$ cat src/rtl/button_conditioner.sv
// Pushbutton front end for the Nibbler IN port: two-flop synchroniser, per-bit
// symmetric stability debounce, one-cycle press pulses and sticky press capture.
module button_conditioner #(
   parameter int unsigned DEBOUNCE_CYCLES = 4
) (
   input  logic       clock,
   input  logic       reset,
   input  logic [3:0] buttons_raw,
   input  logic       sticky_mode,
   input  logic [3:0] ack,
   output logic [3:0] pushbuttons,
   output logic [3:0] press_event,
   output logic       any_pressed
);

   localparam int unsigned N_BTN = 4;
   localparam int unsigned CNT_W = (DEBOUNCE_CYCLES > 2) ? $clog2(DEBOUNCE_CYCLES) : 1;
   localparam logic [CNT_W-1:0] CNT_MAX = CNT_W'(DEBOUNCE_CYCLES - 1);

   logic [N_BTN-1:0] sync1_q, sync1_d;
   logic [N_BTN-1:0] sync2_q, sync2_d;
   logic [N_BTN-1:0] stable_q, stable_d;
   logic [N_BTN-1:0] press_q, press_d;
   logic [N_BTN-1:0] sticky_q, sticky_d;
   logic [CNT_W-1:0] cnt_q [N_BTN];
   logic [CNT_W-1:0] cnt_d [N_BTN];

   // Next-state: a level is accepted only after CNT_MAX+1 consecutive mismatching samples.
   always_comb begin
      sync1_d  = buttons_raw;
      sync2_d  = sync1_q;
      stable_d = stable_q;
      for (int i = 0; i < N_BTN; i++) begin
         cnt_d[i] = cnt_q[i];
         if (sync2_q[i] == stable_q[i]) begin
            cnt_d[i] = '0;
         end else if (cnt_q[i] == CNT_MAX) begin
            stable_d[i] = sync2_q[i];
            cnt_d[i]    = '0;
         end else begin
            cnt_d[i] = cnt_q[i] + CNT_W'(1);
         end
      end
      press_d  = stable_d & ~stable_q;
      // A new press beats a simultaneous acknowledge.
      sticky_d = press_d | (sticky_q & ~ack);
   end

   always_ff @(posedge clock or posedge reset) begin
      if (reset) begin
         sync1_q  <= '0;
         sync2_q  <= '0;
         stable_q <= '0;
         press_q  <= '0;
         sticky_q <= '0;
         for (int i = 0; i < N_BTN; i++) begin
            cnt_q[i] <= '0;
         end
      end else begin
         sync1_q  <= sync1_d;
         sync2_q  <= sync2_d;
         stable_q <= stable_d;
         press_q  <= press_d;
         sticky_q <= sticky_d;
         for (int i = 0; i < N_BTN; i++) begin
            cnt_q[i] <= cnt_d[i];
         end
      end
   end

   assign pushbuttons = sticky_mode ? sticky_q : stable_q;
   assign press_event = press_q;
   assign any_pressed = |stable_q;

endmodule

$ cat config.mk
export PLATFORM = sky130hd
export DESIGN_NAME = button_conditioner
export DESIGN_NICKNAME = d
export VERILOG_FILES = /design/src/rtl/button_conditioner.sv
export SDC_FILE = /design/constraint.sdc
export NUM_CORES = 1
export LEC_CHECK = 0
export CELL_PAD_IN_SITES_DETAIL_PLACEMENT = 1
export CELL_PAD_IN_SITES_GLOBAL_PLACEMENT = 1
export CORE_ASPECT_RATIO = 1.2
export CORE_UTILIZATION = 42
export CTS_CLUSTER_SIZE = 14
export DETAILED_ROUTE_END_ITERATION = 8
export GPL_TIMING_DRIVEN = 0
export PLACE_DENSITY_LB_ADDON = 0.1
export SYNTH_ARGS = -nofsm -noshare
export SYNTH_HDL_FRONTEND = slang
export SYNTH_SLANG_ARGS = --single-unit
$ cat constraint.sdc
create_clock -name clock -period 1.9 [get_ports clock]
set_input_delay 0.38 -clock clock [delete_from_list [all_inputs] [get_ports clock]]
set_output_delay 0.38 -clock clock [all_outputs]
set_load 0.03 [all_outputs]
=== Word-level counts from Yosys, hierarchy flattened ===
Index checks and enable logic that the tools add are counted.
Widths: inputs -> output; s select.

* Output and inout bits: 9
* Register bits after elaboration: 28
* Logic and storage cells: 44
* Bits of input ports: 11

* Add/sub/neg operators: 4
* Mux-type cells: 17
* Bitwise operators: 5
* Reduce and logical (&&, ||, !) cells: 1
* Equal/unequal tests: 8

{| class="wikitable"
|+ Operators by type and width
! cell !! count
|-
| $mux 2 || 8
|-
| $add 2x1->2 const B || 4
|-
| $and 4x4->4 || 2
|-
| $eq 2x2->1 const B || 4
|-
| $mux 1 || 8
|-
| $not 4->4 || 2
|-
| $eq 1x1->1 || 4
|-
| $mux 4 || 1
|-
| $or 4x4->4 || 1
|-
| $reduce_or 4->1 || 1
|}

=== Logic depth before layout (Yosys ltp) ===
Gate-level depths: netlist of run 1.

* Depth in word-level cells: 5
* Mapped depth: 3
* Mapped depth without buffers: 3

=== Worst setup path after synthesis of run 1 ===
OpenSTA, ideal clock, no wires.

* Path kind: flip-flop to output port
* Start point: register stable_q[1]
* End point: output pushbuttons[1]
* Stages on the path, launching flop included: 3
* Data required time: 1.520 ns
* Path buffers: 0
* Path slack: 0.384 ns
* Arrival: 1.136 ns
* Path through: dfrtp_1 -> inv_1 -> o21ai_0

* Longest elaborated chain between the ends: 1

{| class="wikitable"
|+ RTL lines
! item !! RTL line !! text
|-
| from (decl) || 22 || <nowiki>logic [N_BTN-1:0] stable_q, stable_d;</nowiki>
|-
| from (signal assigned) || 62 || <nowiki>stable_q <= stable_d;</nowiki>
|-
| $mux 4 || 71 || <nowiki>assign pushbuttons = sticky_mode ? sticky_q : stable_q;</nowiki>
|-
| to (decl) || 11 || <nowiki>output logic [3:0] pushbuttons,</nowiki>
|}

Every way passes these cells.

=== Worst setup path after layout of run 1 ===
* Start point: input sticky_mode
* End point: output pushbuttons[3]

* Longest elaborated chain between the ends: 1

{| class="wikitable"
|+ RTL lines
! item !! RTL line !! text
|-
| from (decl) || 9 || <nowiki>input logic sticky_mode,</nowiki>
|-
| $mux 4 || 71 ||
|}

Every way passes these cells.

==> results of run 1 <==
[sequential cells by signal, indices dropped and copies added (netlist names)]
signal,cells
sync2_q,4
sync1_q,4
cnt_q,8
press_event,4
stable_q,4
sticky_q,4
[routing by layer]
layer	part of all wire, %	global-route usage, %	vias up	wire length (µm)
met4	0.76	8.824	0	12
met3	3.2	1.948	2	50
met2	53	27.31	13	837
met5	0	0	-	0
met1	43	16.67	314	674
li1	-	-	295	-
[worst max-delay path, delay by kind of cell]
| family | cells | cell delay [ps] |
|---|---|---|
| mux | 1 | 370 |
| buf+inv | 2 | 700 |
[kinds of logic (layout without fill, tap and decap cells)]
group / after synthesis / after routing / synth area share [%]
xor+xnor: 4 / 4 / 3.539
simple gates: 19 / 19 / 9.608
buf+inv: 8 / 34 / 3.034
fa+ha+maj: 4 / 4 / 5.057
mux: 2 / 2 / 2.275
flops: 28 / 28 / 70.80
compound gates: 10 / 10 / 5.690
[metrics by stage]
step	cell area (µm²)	setup TNS [ps]
after floorplan	989.7	0
after global placement	1217	-1421
after detailed placement	1217	-1598
after CTS	1265	0
after global routing	1265	0
final	1265	0
[layout by cell type, fill, tap and decap left out]
master | Yosys | routed
dfrtp_1 | 28 | 28
buf_2 | 0 | 1
dlygate4sd2_1 | 0 | 5
xnor2_1 | 4 | 4
mux2_2 | 2 | 2
clkbuf_8 | 0 | 1
or4_1 | 1 | 1
and3b_1 | 1 | 1
clkdlybuf4s50_1 | 0 | 13
clkbuf_4 | 0 | 3
nor3_1 | 4 | 4
o22ai_1 | 3 | 3
nand2_1 | 6 | 6
nor2b_1 | 4 | 4
nor2_1 | 3 | 3
o21ai_0 | 6 | 6
a21o_1 | 1 | 1
buf_4 | 0 | 3
ha_1 | 4 | 4
inv_1 | 8 | 8
[area by class of cell]
class                   count  share of cell area, %
clock buffers               4                  2.868
inverters                   8                  2.374
multi-input cells          39                  20.47
flip-flops and latches     28                  55.39
well taps                  30                  2.967
repair buffers             22                  15.92
[repair_timing]
item,in CTS,in global routing
setup buffers,3,0
endpoints found under the setup margin,5,0
gates resized for setup,10,0
[synthesized netlist by cell type]
library cell,n
xnor2_1,4
or4_1,1
and3b_1,1
o21ai_0,6
inv_1,8
dfrtp_1,28
a21o_1,1
mux2_2,2
o22ai_1,3
nor3_1,4
nor2b_1,4
ha_1,4
nor2_1,3
nand2_1,6
[final timing paths]
kind,startpoint,endpoint,slack (ps),depth (start not counted)
max,sticky_mode,pushbuttons[3],60,3
min,sync1_q[2]$_DFF_PP0_,sync2_q[2]$_DFF_PP0_,360,0
max reg2reg,cnt_q[0]$_DFF_PP0_,sticky_q[3]$_DFF_PP0_,820,3
min reg2reg,sync1_q[2]$_DFF_PP0_,sync2_q[2]$_DFF_PP0_,360,0
max in group asynchronous,reset,press_event[0]$_DFF_PP0_,700,2
min in group asynchronous,reset,sticky_q[3]$_DFF_PP0_,590,2
[power by group through the flow]
stage / sequential (µW) / clock, µW / combinational (µW)
after floorplan: 830 / 0 / 308
after global placement: 835 / 0 / 463
after detailed placement: 844 / 0 / 479
after CTS: 809 / 296 / 516
after global routing: 827 / 302 / 568
final: 808 / 277 / 507
==> run_results.csv, run 1 <==
group,metric,value,unit
power_and_ir_drop,leakage,0.0006176,µW
clock_tree,clk_pin_slew,140,ps
sta,final-setup-viol-count,0,
clock_tree,clock_latency,320,ps
yosys,synth_top_cell_by_area,"dfrtp_1",
drt,vias_per_cell,4.763,
worst_setup_path,cp_cell_sequence,"dlygate4sd2_1, mux2_2, dlygate4sd2_1",
worst_setup_path,max_stage_delay,370,ps
final_layout,multi_input_area,259.0,µm²
yosys,synth_top_cell_area_share,70.80,%
worst_setup_path,cp.required,1520,ps
drt,drc,0,
power_and_ir_drop,switching_power,507.4,µW
floorplan,die_area,0.002555,mm²
worst_setup_path,cp_slowest_cell,"mux2_2",
final_layout,post_layout_nonfiller_instances,131,
sta,setup_ws,63.55,ps
yosys,synth_cell_types,14,
worst_setup_path,arrival,1460,ps
power_and_ir_drop,internal_power,1084,µW
global_routing,grt_usage,15.15,%
clock_tree,cts_made_buffers,3,
drt,dr.pass1.iters,1,
floorplan,rows,18,
clock_tree,hold_buffers,0,
global_routing,grt_pass1_vias,655,
yosys,yosysWarnings,0,
drt,ant_nets,0,
sta,finalHoldViolations,0,
placement,gp_congestion,0.6688,
final_layout,areaGrowthSynthToFinish,27.81,%
sta,skew,2.494,ps
worst_hold_path,holdCritPathClass,"flop to flop",
clock_tree,cts_tree,"yes",
power_and_ir_drop,clkPwrFrac,17.4,%
floorplan,core,0.002140,mm²
placement,pre_cts_slack,-456.7,ps
outcome,outcome,"finished, final reports clean",
global_routing,grt_max_degree,29,
global_routing,grt_antenna_before_repair,0,
sta,worstMarginPinSlew,1007,ps
power_and_ir_drop,p_seq_share,50.8,%
yosys,syn_nets,90,
floorplan,die_h,55.18,µm
floorplan,die_x,46.32,µm
yosys,synth_seq_cells,28,
drt,wl,1574,µm
placement,io_buffers,19,
sta,period_needed,1836,ps
yosys,ys_top_cells_by_area,"dfrtp_1 (71%), ha_1 (5.1%), xnor2_1 (3.5%)",
global_routing,gr-total-overflow,0,
sta,whs,364.9,ps
drt,avgRoutedWirePerCell,12.02,µm
worst_setup_path,crit_path_end_kind,"output pin",
clock_tree,clockBufferDepth,2,
power_and_ir_drop,p_sw_share,31.89,%
final_layout,n_antenna_cell,0,
clock_tree,cts_sinks,28,
worst_setup_path,worstSetupPathType,"primary input to output pin",
drt,drt_iter0_drc,0,
yosys,synthCells,75,
yosys,syn_area,989.7,µm²
clock_tree,cts_root_buf,"clkbuf_4",
worst_setup_path,crit_path_start_kind,"primary input",
global_routing,grt_first_pass_wirelength,2656,µm
floorplan,pin_count,20,
floorplan,initial_core_util,46.26,%
yosys,syn_area_per_cell,13.20,µm²
placement,dp_hpwl,1144,µm
final_layout,seqCellArea,700.7,µm²
final_layout,nFillCells,234,
power_and_ir_drop,p_per_area,1258,mW/mm²
sta,drv_slew,0,
sta,rsz0062_at_grt,"no",
run,drv_cap,0,
final_layout,finish.utilization,59.12,%
yosys,seq_area_frac_synth,70.80,%
final_layout,final_nets,117,
drt,dr_total_vias,624,
power_and_ir_drop,vdd_drop_max,0.0007200,V
sta,final.period_utilization,96.66,%
clock_tree,htree_levels,1,
worst_setup_path,critPathMaxFanout,7,
power_and_ir_drop,combinationalPowerShare,31.9,%
sta,relSlewSlack,32.80,%
power_and_ir_drop,p_total,1591,µW
placement,placed_cells,124,
sta,max_freq,544.5,MHz
final_layout,drive_gt1_share,9.901,%
worst_setup_path,cp_common_cell,"dlygate4sd2_1",
Note: power is estimated with default switching activity, not from simulation.
==> run 2, diff against run 1 <==
==> constraint.sdc (replaced) <==
create_clock -name clock -period 2.3 [get_ports clock]
set_input_delay 0.46 -clock clock [delete_from_list [all_inputs] [get_ports clock]]
set_output_delay 0.46 -clock clock [all_outputs]
set_load 0.03 [all_outputs]
==> run 2 against run 1 <==
Sequential cell count unchanged. Utilization down 0.70 points. Via count down 1.3%. Combinational power down 27%. Count of clock-buffer cells in the layout unchanged. Hold slack about the same. First-iteration DRC count unchanged. Global-route usage down 0.55 points. Final cell count down 2.3%. Final area down 1.2%. Power down 20%. Largest cell class unchanged.
==> run_results.csv, run 2 (synthesized netlist as in run 1, its figures left out) <==
group,metric,value,unit
power_and_ir_drop,p_seq_share,53.4,%
worst_setup_path,path_buf_inv,1,
placement,gp_congestion,0.6688,
power_and_ir_drop,clkPwrFrac,17.8,%
sta,worstMarginPinSlew,1004,ps
worst_setup_path,max_stage_delay,520,ps
final_layout,final_nets,114,
worst_setup_path,cp-startpoint,"stable_q[2]$_DFF_PP0_",
worst_setup_path,crit_path_start_kind,"flop",
floorplan,pin_count,20,
final_layout,n_antenna_cell,0,
clock_tree,htree_levels,1,
final_layout,largest-register,"cnt_q",
drt,avgRoutedWirePerCell,11.75,µm
worst_setup_path,crit_family,"simple AND/OR/NAND/NOR gates",
worst_setup_path,cp_cell_sequence,"or4_1, dlygate4sd2_1",
worst_setup_path,arrival,1640,ps
worst_setup_path,cp_num_cells,2,
final_layout,finish.utilization,58.42,%
floorplan,initial_core_util,46.26,%
worst_setup_path,r2r_cells,3,
global_routing,grt_usage,14.60,%
clock_tree,cts_sinks,28,
sta,final-setup-viol-count,0,
power_and_ir_drop,p_per_area,1023,mW/mm²
worst_setup_path,r2r_setup_slack,1220,ps
clock_tree,cts_made_buffers,3,
final_layout,areaGrowthSynthToFinish,26.30,%
placement,dpl_cell_area,0.001217,mm²
placement,dp_hpwl,1144,µm
worst_setup_path,r2r-end,"sticky_q[3]$_DFF_PP0_",
worst_setup_path,crit_path_end_kind,"output pin",
run,drv_cap,0,
power_and_ir_drop,internal_power,869.9,µW
worst_setup_path,critPathCapture,"any_pressed",
worst_hold_path,holdCritPathClass,"flop to flop",
sta,skew,3.661,ps
global_routing,grt_first_pass_wirelength,2559,µm
placement,io_buffers,19,
drt,drc,0,
clock_tree,clockBufferDepth,2,
floorplan,die_h,55.18,µm
worst_setup_path,cp_slowest_cell,"or4_1",
clock_tree,cts_tree,"yes",
drt,vias_per_cell,4.813,
drt,wl,1504,µm
drt,ant_nets,0,
clock_tree,cts_root_buf,"clkbuf_4",
final_layout,drive_gt1_share,6.122,%
drt,dr.pass1.iters,1,
sta,finalSetupTns,0,ps
sta,final.period_utilization,91.52,%
global_routing,grt_antenna_before_repair,0,
worst_setup_path,critPathMaxFanout,5,
floorplan,core,0.002140,mm²
global_routing,grt_max_degree,29,
sta,max_freq,475.1,MHz
sta,finalHoldViolations,0,
global_routing,gr-total-overflow,0,
final_layout,stdcell_area,0.001250,mm²
worst_setup_path,cp.required,1840,ps
global_routing,grt_pass1_vias,638,
power_and_ir_drop,switching_power,408.6,µW
power_and_ir_drop,leakage,0.0006108,µW
final_layout,most-common-layout-cells,"dfrtp_1 (28), clkdlybuf4s50_1 (13), inv_1 (8), nand2_1 (6), o21ai_0 (6)",
worst_setup_path,rr_startpoint,"cnt_q[0]$_DFF_PP0_",
final_layout,layout_commonest_cell,"dfrtp_1",
drt,drt_iter0_drc,0,
clock_tree,clock_latency,320,ps
floorplan,die_x,46.32,µm
clock_tree,clk_pin_slew,140,ps
outcome,outcome,"finished, final reports clean",
power_and_ir_drop,p_sw_share,31.96,%
sta,period_needed,2105,ps
power_and_ir_drop,combinationalPowerShare,28.8,%
worst_setup_path,worstSetupPathType,"flop to output pin",
drt,dr_total_vias,616,
floorplan,rows,18,
sta,relSlewSlack,32.96,%
sta,drv_slew,0,
final_layout,largest_reg_flops,8,
floorplan,die_area,0.002555,mm²
power_and_ir_drop,vdd_drop_max,0.0005814,V
sta,rsz0062_at_grt,"no",
run 2: cell count changes in the layout (fill, tap and decap cells not counted):
cell,before,now
buf_4,3,0
dlymetal6s2s_1,0,1
buf_2,1,0
run 2: how the worst min path moves through the flow:
stage | startpoint | to | cells after the start
6_report | sync1_q[2]$_DFF_PP0_ | sync2_q[2]$_DFF_PP0_ | 0
5_1_grt | sync1_q[2]$_DFF_PP0_ | sync2_q[2]$_DFF_PP0_ | 0
4_1_cts | sync1_q[2]$_DFF_PP0_ | sync2_q[2]$_DFF_PP0_ | 0
3_5_place_dp | sync1_q[2]$_DFF_PP0_ | sync2_q[2]$_DFF_PP0_ | 0
3_3_place_gp | sync1_q[0]$_DFF_PP0_ | sync2_q[0]$_DFF_PP0_ | 0
2_1_floorplan | sync1_q[0]$_DFF_PP0_ | sync2_q[0]$_DFF_PP0_ | 0
run 2: layout make-up:
| class | count | area, µm² |
|---|---|---|
| Fill cell | 232 | 889.6 |
| Sequential cell | 28 | 700.7 |
| Multi-Input combinational cell | 39 | 259.0 |
| Timing Repair Buffer | 19 | 186.4 |
| Tap cell | 30 | 37.54 |
| Clock buffer | 4 | 36.28 |
| Inverter | 8 | 30.03 |
run 2: power by group through the flow:
stage	registers [µW]	logic [µW]	clock network, µW
final	683	368	228
after global routing	704	413	249
after CTS	686	376	245
after detailed placement	697	396	0
after global placement	690	383	0
after floorplan	686	254	0
run 2: through the flow:
step                worst slack, ps  std cells  hold slack [ps]  total power, µW
floorplan                     700.1         75            331.2            940.4
global placement             -193.1        124            333.6             1073
detailed placement           -216.7        124            336.2             1093
CTS                           15.10        128            368.8             1307
global route                  122.7        128            372.1             1366
finish                        195.1        128            365.1             1278
run 2: layer usage:
metal  share of wire (%)  up-vias  track usage (%)
met5                   0        -                0
met1                  43      310            16.03
met4                0.80        0            8.824
met3                 3.5        2            1.948
met2                  53       13            26.16
li1                    -      291                -
run 2: worst register-to-register path, stage by stage (launching register included):
cell and delay [ps]:
dfrtp_1 400, ha_1 230, and3b_1 200, a21o_1 150
run 2: repair_timing:
item                                    4_1_cts  5_1_grt
endpoints found under the setup margin        5        1
setup buffers                                 0        0
hold buffers                                  0        0
gates resized for setup                       5        1
==> run 3, diff against run 2 <==
--- a/config.mk
+++ b/config.mk
@@ -7,12 +7,13 @@
 export LEC_CHECK = 0
 export CELL_PAD_IN_SITES_DETAIL_PLACEMENT = 1
 export CELL_PAD_IN_SITES_GLOBAL_PLACEMENT = 1
-export CORE_ASPECT_RATIO = 1.2
+export CORE_ASPECT_RATIO = 1.25
 export CORE_UTILIZATION = 42
 export CTS_CLUSTER_SIZE = 14
 export DETAILED_ROUTE_END_ITERATION = 8
 export GPL_TIMING_DRIVEN = 0
 export PLACE_DENSITY_LB_ADDON = 0.1
+export SKIP_CTS_REPAIR_TIMING = 1
 export SYNTH_ARGS = -nofsm -noshare
 export SYNTH_HDL_FRONTEND = slang
 export SYNTH_SLANG_ARGS = --single-unit
==> run 3 against run 2 <==
Sequential cell count is the same. Via count up 1.6%. Sequential power hardly changed. Clock power increased by 37%. Critical path type is now primary input to output pin. Critical endpoint is now pushbuttons[3].
==> run_results.csv, run 3 (synthesized netlist as in run 1, its figures left out) <==
group,metric,value,unit
clock_tree,cts_sinks,28,
global_routing,grt_first_pass_wirelength,3029,µm
drt,drc,0,
placement,dp_hpwl,1178,µm
final_layout,largest-register,"cnt_q",
clock_tree,clock_latency,320,ps
run,drv_cap,0,
worst_setup_path,r2r_cells,3,
global_routing,gr-total-overflow,0,
drt,ant_nets,0,
worst_hold_path,hp-start,"sync1_q[0]$_DFF_PP0_",
floorplan,die_x,45.42,µm
sta,relSlewSlack,33.21,%
sta,max_freq,471.9,MHz
worst_setup_path,cp.required,1840,ps
floorplan,die_h,56.28,µm
clock_tree,clk_pin_slew,140,ps
final_layout,final_nets,114,
final_layout,most-common-layout-cells,"dfrtp_1 (28), clkdlybuf4s50_1 (14), inv_1 (8), nand2_1 (6), o21ai_0 (6)",
drt,drt-met1-wl,623,µm
final_layout,post_layout_nonfiller_instances,129,
power_and_ir_drop,p_total,1387,µW
worst_setup_path,arrival,1660,ps
clock_tree,htree_levels,1,
sta,final.period_utilization,92.13,%
drt,dr.pass1.iters,2,
floorplan,rows,19,
final_layout,n_antenna_cell,0,
floorplan,initial_core_util,44.77,%
clock_tree,clockBufferDepth,2,
sta,final-setup-viol-count,0,
drt,vias_per_cell,4.853,
worst_setup_path,rr_startpoint,"cnt_q[0]$_DFF_PP0_",
sta,whs,366.9,ps
power_and_ir_drop,vdd_drop_max,0.0005631,V
worst_setup_path,critPathMaxFanout,7,
worst_hold_path,holdPathStages,0,
drt,routed.top_layer,"met4",
clock_tree,cts_root_buf,"clkbuf_4",
clock_tree,cts_made_buffers,3,
sta,setup_ws,181.1,ps
floorplan,core,0.002211,mm²
final_layout,drive_gt1_share,6.122,%
worst_hold_path,holdCritPathClass,"flop to flop",
final_layout,layout_commonest_cell,"dfrtp_1",
global_routing,grt_antenna_before_repair,0,
power_and_ir_drop,leakage,0.0006593,µW
power_and_ir_drop,p_per_area,1080,mW/mm²
sta,period_needed,2119,ps
outcome,outcome,"finished, final reports clean",
worst_setup_path,cp_slowest_cell,"clkdlybuf4s50_1",
sta,drv_slew,0,
worst_setup_path,cp_cell_sequence,"clkdlybuf4s50_1, mux2_2, dlymetal6s2s_1",
drt,wl_met3,73,µm
sta,worstMarginPinSlew,1001,ps
global_routing,grt_usage,17.08,%
floorplan,die_area,0.002556,mm²
drt,avgRoutedWirePerCell,12.59,µm
placement,placed_cells,125,
final_layout,areaGrowthSynthToFinish,29.71,%
drt,dr_total_vias,626,
final_layout,nFillCells,243,
worst_setup_path,r2r_setup_slack,1220,ps
floorplan,pin_count,20,
global_routing,grt_pass1_vias,702,
sta,skew,1.566,ps
placement,gp_congestion,0.7146,
worst_setup_path,crit_path_end_kind,"output pin",
worst_setup_path,max_stage_delay,600,ps
worst_setup_path,worstSetupPathType,"primary input to output pin",
placement,io_buffers,19,
drt,drt_iter0_drc,7,
worst_hold_path,min_to,"sync2_q[0]$_DFF_PP0_",
sta,finalSetupTns,0,ps
final_layout,largest_reg_flops,8,
worst_setup_path,r2r-end,"sticky_q[3]$_DFF_PP0_",
drt,route.met2.wl,875,µm
worst_setup_path,crit_path_start_kind,"primary input",
sta,finalHoldViolations,0,
sta,rsz0062_at_grt,"no",
clock_tree,cts_tree,"yes",
drt,wl,1624,µm
placement,pre_cts_slack,-186.1,ps
global_routing,grt_max_degree,29,
## run 3: cell types whose count changed in the layout (fill, tap and decap cells not counted), sizes merged
cell and delta:
dlymetal6s2s +4, clkbuf -1, bufinv +1, clkdlybuf4s50 +1, dlygate4sd2 -5
## run 3: per-layer routing
layer	vias up	global-route usage [%]
met5	-	0
met4	0	11.69
met3	4	3.537
met2	14	27.14
met1	315	19.78
li1	293	-
## run 3: where the power goes
part           total [µW]  internal [µW]  switching (µW)
clock                 313            176             136
sequential            685            604            81.2
combinational         389            187             202
## run 3: worst max-delay path by stage
stage                      to        start  slack (ps)  cells after the start
2_1_floorplan  pushbuttons[0]  sticky_mode         700                      1
3_3_place_gp   pushbuttons[3]  sticky_mode        -180                      3
3_5_place_dp   pushbuttons[3]  sticky_mode        -190                      3
4_1_cts        pushbuttons[3]  sticky_mode        -190                      3
5_1_grt        pushbuttons[3]  sticky_mode         110                      3
6_report       pushbuttons[3]  sticky_mode         180                      3
## run 3: area by class of cell
cell class              count  area [µm²]  share of cell area [%]
well taps                  31       38.79                   3.021
inverters                   8       30.03                   2.339
flip-flops and latches     28       700.7                   54.58
repair buffers             19       202.7                   15.79
clock buffers               3       22.52                   1.754
clock inverters             1       30.03                   2.339
multi-input cells          39       259.0                   20.18
## run 3: critical path: cells and delay by family
family,cells,cell delay [ps]
multiplexers,1,360
buffers and inverters,2,840
## run 3: metrics by stage
stage                     util, %  instance area, µm²
after global routing        58.06                1284
final                       58.06                1284
after floorplan                 -               989.7
after detailed placement    55.12                1219
after global placement      55.12                1219
after CTS                   57.50                1271
